### src/rtl/oet_sorter_param.sv
// Parametrised odd-even transposition sorter.
// Loads N unsigned W-bit elements in one valid/ready beat, then runs one compare-swap phase per
// rising clk edge. Even phases compare pairs (0,1),(2,3)...; odd phases compare (1,2),(3,4)....
// The job ends early once two consecutive phases make no swap, or after N phases at most.
// The result is presented with a valid/ready handshake. It holds, together with phases_used,
// until the next job completes.
module oet_sorter_param #(
  parameter int unsigned N  = 5,
  parameter int unsigned W  = 8,
  parameter int unsigned CW = $clog2(N + 1)
) (
  input  logic           clk,
  input  logic           reset,
  input  logic           in_valid,
  output logic           in_ready,
  input  logic [N*W-1:0] in_data,
  input  logic           in_desc,
  output logic           out_valid,
  input  logic           out_ready,
  output logic [N*W-1:0] out_data,
  output logic [CW-1:0]  phases_used
);

  typedef enum logic [1:0] {
    StIdle,
    StSort,
    StDone
  } state_e;

  localparam logic [CW-1:0] LastPhase = CW'(N - 1);

  state_e          state_q, state_d;
  logic [W-1:0]    elem_q [N];
  logic [W-1:0]    elem_d [N];
  logic [W-1:0]    phase_elem [N];
  logic            desc_q, desc_d;
  logic [CW-1:0]   p_q, p_d;
  logic            prev_swap_q, prev_swap_d;
  logic [N*W-1:0]  out_q, out_d;
  logic [CW-1:0]   phases_q, phases_d;

  logic [N-2:0]    swap_vec;
  logic            swap_any;
  logic            odd_phase;
  logic            exit_phase;

  assign odd_phase = p_q[0];

  // One compare-swap phase over the current element registers.
  // Pairs of one parity never overlap, so every swap reads elem_q directly.
  always_comb begin
    swap_vec = '0;
    for (int i = 0; i < int'(N); i++) begin
      phase_elem[i] = elem_q[i];
    end
    for (int i = 0; i < int'(N) - 1; i++) begin
      if ((i % 2 == 1) == odd_phase) begin
        swap_vec[i] = desc_q ? (elem_q[i] < elem_q[i+1]) : (elem_q[i] > elem_q[i+1]);
      end
      if (swap_vec[i]) begin
        phase_elem[i]   = elem_q[i+1];
        phase_elem[i+1] = elem_q[i];
      end
    end
    swap_any = |swap_vec;
  end

  // Termination: the last possible phase, or a quiet phase that follows another quiet phase.
  always_comb begin
    exit_phase = (p_q == LastPhase) || ((p_q != '0) && !swap_any && !prev_swap_q);
  end

  // Next-state logic for the controller and the datapath registers.
  always_comb begin
    state_d     = state_q;
    desc_d      = desc_q;
    p_d         = p_q;
    prev_swap_d = prev_swap_q;
    out_d       = out_q;
    phases_d    = phases_q;
    for (int i = 0; i < int'(N); i++) begin
      elem_d[i] = elem_q[i];
    end

    unique case (state_q)
      StIdle: begin
        if (in_valid) begin
          for (int i = 0; i < int'(N); i++) begin
            elem_d[i] = in_data[i*W +: W];
          end
          desc_d      = in_desc;
          p_d         = '0;
          // Start with prev_swap set so that phase 0 can never end the job alone.
          prev_swap_d = 1'b1;
          state_d     = StSort;
        end
      end
      StSort: begin
        for (int i = 0; i < int'(N); i++) begin
          elem_d[i] = phase_elem[i];
        end
        if (exit_phase) begin
          for (int i = 0; i < int'(N); i++) begin
            out_d[i*W +: W] = phase_elem[i];
          end
          phases_d = p_q + CW'(1);
          state_d  = StDone;
        end else begin
          prev_swap_d = swap_any;
          p_d         = p_q + CW'(1);
        end
      end
      StDone: begin
        if (out_ready) begin
          state_d = StIdle;
        end
      end
      default: begin
        state_d = StIdle;
      end
    endcase
  end

  // State and datapath registers; an asynchronous reset aborts any job in flight.
  always_ff @(posedge clk or posedge reset) begin
    if (reset) begin
      state_q     <= StIdle;
      desc_q      <= 1'b0;
      p_q         <= '0;
      prev_swap_q <= 1'b0;
      out_q       <= '0;
      phases_q    <= '0;
      for (int i = 0; i < int'(N); i++) begin
        elem_q[i] <= '0;
      end
    end else begin
      state_q     <= state_d;
      desc_q      <= desc_d;
      p_q         <= p_d;
      prev_swap_q <= prev_swap_d;
      out_q       <= out_d;
      phases_q    <= phases_d;
      for (int i = 0; i < int'(N); i++) begin
        elem_q[i] <= elem_d[i];
      end
    end
  end

  // Outputs are decoded from state or driven directly from registers.
  always_comb begin
    in_ready    = (state_q == StIdle);
    out_valid   = (state_q == StDone);
    out_data    = out_q;
    phases_used = phases_q;
  end

  // A stalled result must not move.
  a_out_stable : assert property (@(posedge clk) disable iff (reset)
    (out_valid && !out_ready) |=> ($stable(out_data) && $stable(phases_used)));

  // Any presented result took between 2 and N phases.
  a_phase_range : assert property (@(posedge clk) disable iff (reset)
    out_valid |-> ((phases_used >= CW'(2)) && (phases_used <= CW'(N))));

endmodule

### config.mk
export PLATFORM = sky130hd
export DESIGN_NAME = oet_sorter_param
export DESIGN_NICKNAME = d
export VERILOG_FILES = /design/src/rtl/oet_sorter_param.sv
export SDC_FILE = /design/constraint.sdc
export NUM_CORES = 1
export LEC_CHECK = 0
export CAP_MARGIN = 10
export CORE_AREA = 2 2 112 114
export DETAILED_ROUTE_END_ITERATION = 10
export DIE_AREA = 0 0 114 116
export GPL_TIMING_DRIVEN = 0
export HOLD_SLACK_MARGIN = 0.06
export PLACE_DENSITY = 0.68
export RECOVER_POWER = 50
export SYNTH_ARGS = -nofsm -noshare
export SYNTH_HDL_FRONTEND = slang
export SYNTH_SLANG_ARGS = --single-unit
export TNS_END_PERCENT = 10
### constraint.sdc
create_clock -name clk -period 3.88 [get_ports clk]
set_clock_uncertainty 0.2 [all_clocks]
set_input_delay 0.388 -clock clk [delete_from_list [all_inputs] [get_ports clk]]
set_output_delay 0.388 -clock clk [all_outputs]
set_load 0.02 [all_outputs]
==> impl_metrics.toml <==
[placed_design]
hpwlAfterDp_um = 11200
gp_congestion = 0.864
portBuffers = 89
dpl_worst_slack_ns = 0.315

[clocking]
htree_levels = 3
clockRootBuffer = "clkbuf_16"
cts.sinks = 90
cts_hold_buf = 0
cts_repair_resize_count = 0
cts_tree = "yes"
post_cts_buffers = 0
cts_buffers = 9
clk_latency_ns = 0.35
clockBufferDepth = 2
cts.clk_slew.worst_paths_ns = 0.06

[logic_synthesis]
yosysSeqAreaShare = 0.425
ys.flop_type = "dfrtp_1"
synth_edf_count = 0
syn_nets = 584
syn-cell-area_um2 = 5300
ys_ff_latch = 90
syn_avg_cell_area_um2 = 10.5
synth.distinct_cells = 48
syn_inst = 505
ys_async_sr_fraction = 1.00
yosys_warnings = 0

[worst_setup_path]
slowest_stage = "mux2i_1"
critPathKind = "reg2reg"
cp.required_ns = 3.89
critical_path.endpoint_type = "register"
cp_cell_sequence = "inv_1, ha_1, nor2b_1, o211ai_2, a21oi_1, a2111oi_2, mux2i_1, buf_2, mux2i_1, o221ai_1, mux2i_1"
critical-path-max-stage-delay_ns = 0.51
crit_path_start = "elem_q[9]$_DFFE_PP0P_"
critPathBufInv = 2
path_delay_family = "compound AO/OA/AOI/OAI gates"
rr_startpoint = "elem_q[9]$_DFFE_PP0P_"
cp-start-kind = "register"
critPathArrivalTime_ns = 3.59
cp_max_fo = 10
crit_top_cell = "mux2i_1"

[final_layout]
final_common_cell = "dfrtp_1"
area_growth_pct = 25.8
mostFrequentLayoutCells = "dfrtp_1 (90), clkdlybuf4s50_1 (66), inv_1 (61)"
nets = 685
final_core_util = 0.560
drive_above_1_share = 0.111
n_antenna_cell = 0

[sta]
setup_viol = 0
finalHoldViolCount = 0
fin_setup_tns_ns = 0
min_period_ns = 3.58
worst_slew_pin_slew_ns = 1.52
finalMaxSlewViolations = 61
clock.fmax_mhz = 279
setup_slack_ns = 0.296
finalCritPeriodShare = 0.924
rsz0062_at_grt = "no"
slew-limit-headroom = -0.0120

[run_status]
status = "finished with violations"
failed_checks = "capacitance limit, slew limit"

[grt]
grtUsageTotal = 0.236
grt_start_max_net_pins = 61
grt_overflow = 0
grt_pass1_wl_um = 23900
grt_pass1_vias = 4514
antenna_found_initial = 0

[power]
peakVddDrop_mv = 0.389
p_per_area_nw_per_um2 = 1100
p_leak_nw = 2.95
power_mw = 7.34

[floorplanning]
die-area_um2 = 13200
start_util = 0.445
core_um2 = 11900
pin_count = 90
die_h_um = 116
placementRows = 40
die_x_um = 114

[drt]
drt_iter0_markers = 321
avgRoutedWirePerCell_um = 19.5
drtPass1Iterations = 5
wl_um = 14800
vias = 4410
drc = 0
postRouteAntennaNets = 0
avgViaCountPerCell = 5.82

[run]
maxCapViolCount = 1

[worst_hold_path]
hold_class = "reg2reg"
min_from = "phases_used[2]$_DFFE_PP0P_"
==> final cells by class <==
cell class | instances | area [um2]
Sequential cell | 90 | 2250
Clock buffer | 10 | 229
Timing Repair Buffer | 90 | 896
Multi-Input combinational cell | 325 | 2680
Tap cell | 147 | 184
Fill cell | 1069 | 5250
Clock inverter | 6 | 57.6
Buffer | 27 | 134
Inverter | 63 | 238
==> sequential cells by signal (all words and copies together) (netlist names) <==
signal and flops:
desc_q 1, prev_swap_q 1, p_q 3, elem_q 40, phases_used 3, out_data 40
state_q 2
==> per-stage QoR <==
step	instance area, um2	std cells	hold slack [ns]
2_1_floorplan	5300	505	0.293
6_report	6670	758	0.300
3_5_place_dp	6400	742	0.296
4_1_cts	6690	758	0.196
3_3_place_gp	6370	741	0.290
5_1_grt	6670	758	0.317
==> metal layers <==
| metal | track usage | part of all wire |
|---|---|---|
| met1 | 0.315 | 0.44 |
| met2 | 0.380 | 0.47 |
| met3 | 0.0377 | 0.057 |
| met4 | 0.110 | 0.033 |
| met5 | 0 | 0 |
==> synthesized netlist by cell type (all sizes together) (8+ instances only) <==
cell    count  area (um2)
dfrtp      90        2250
inv        62         233
o21ai      40         200
mux2i      38         380
ha         34         425
mux2       34         462
a22oi      19         143
clkbuf     19        71.3
nand3      19        95.1
nor2       18        67.6
nand2      16        60.1
a21oi      15        75.1
a222oi     13         130
a32oi       9        78.8
buf         8        62.6
nand4       8        50.1
or3         8        50.1
==> final timing paths <==
| kind | endpoint | slack (ns) | cells past startpoint |
|---|---|---|---|
| worst max register to register | out_data[21]$_DFFE_PP0P_ | 0.30 | 11 |
| max in group asynchronous | out_data[31]$_DFFE_PP0P_ | 0.84 | 3 |
| worst min register to register | phases_used[2]$_DFFE_PP0P_ | 0.30 | 1 |
| worst max-delay path | out_data[21]$_DFFE_PP0P_ | 0.30 | 11 |
| min in group asynchronous | out_data[11]$_DFFE_PP0P_ | 0.59 | 2 |
| worst min-delay path | phases_used[2]$_DFFE_PP0P_ | 0.30 | 1 |
==> cell families after synthesis <==
logic type | synth area share
AO/OA/AOI/OAI | 0.179
XOR/XNOR | 0.00165
adder cells (fa/ha/maj) | 0.0803
buffers and inverters | 0.0699
flip-flops | 0.425
multiplexers | 0.159
AND/OR/NAND/NOR | 0.0855
==> report_power, final <==
| part | switching, mW | internal, mW | leakage [nW] |
|---|---|---|---|
| Clock | 0.367 | 0.495 | 0.142 |
| Sequential | 0.467 | 1.43 | 1.08 |
| Combinational | 2.57 | 2.01 | 1.73 |
(Power assumes the default switching activity.)
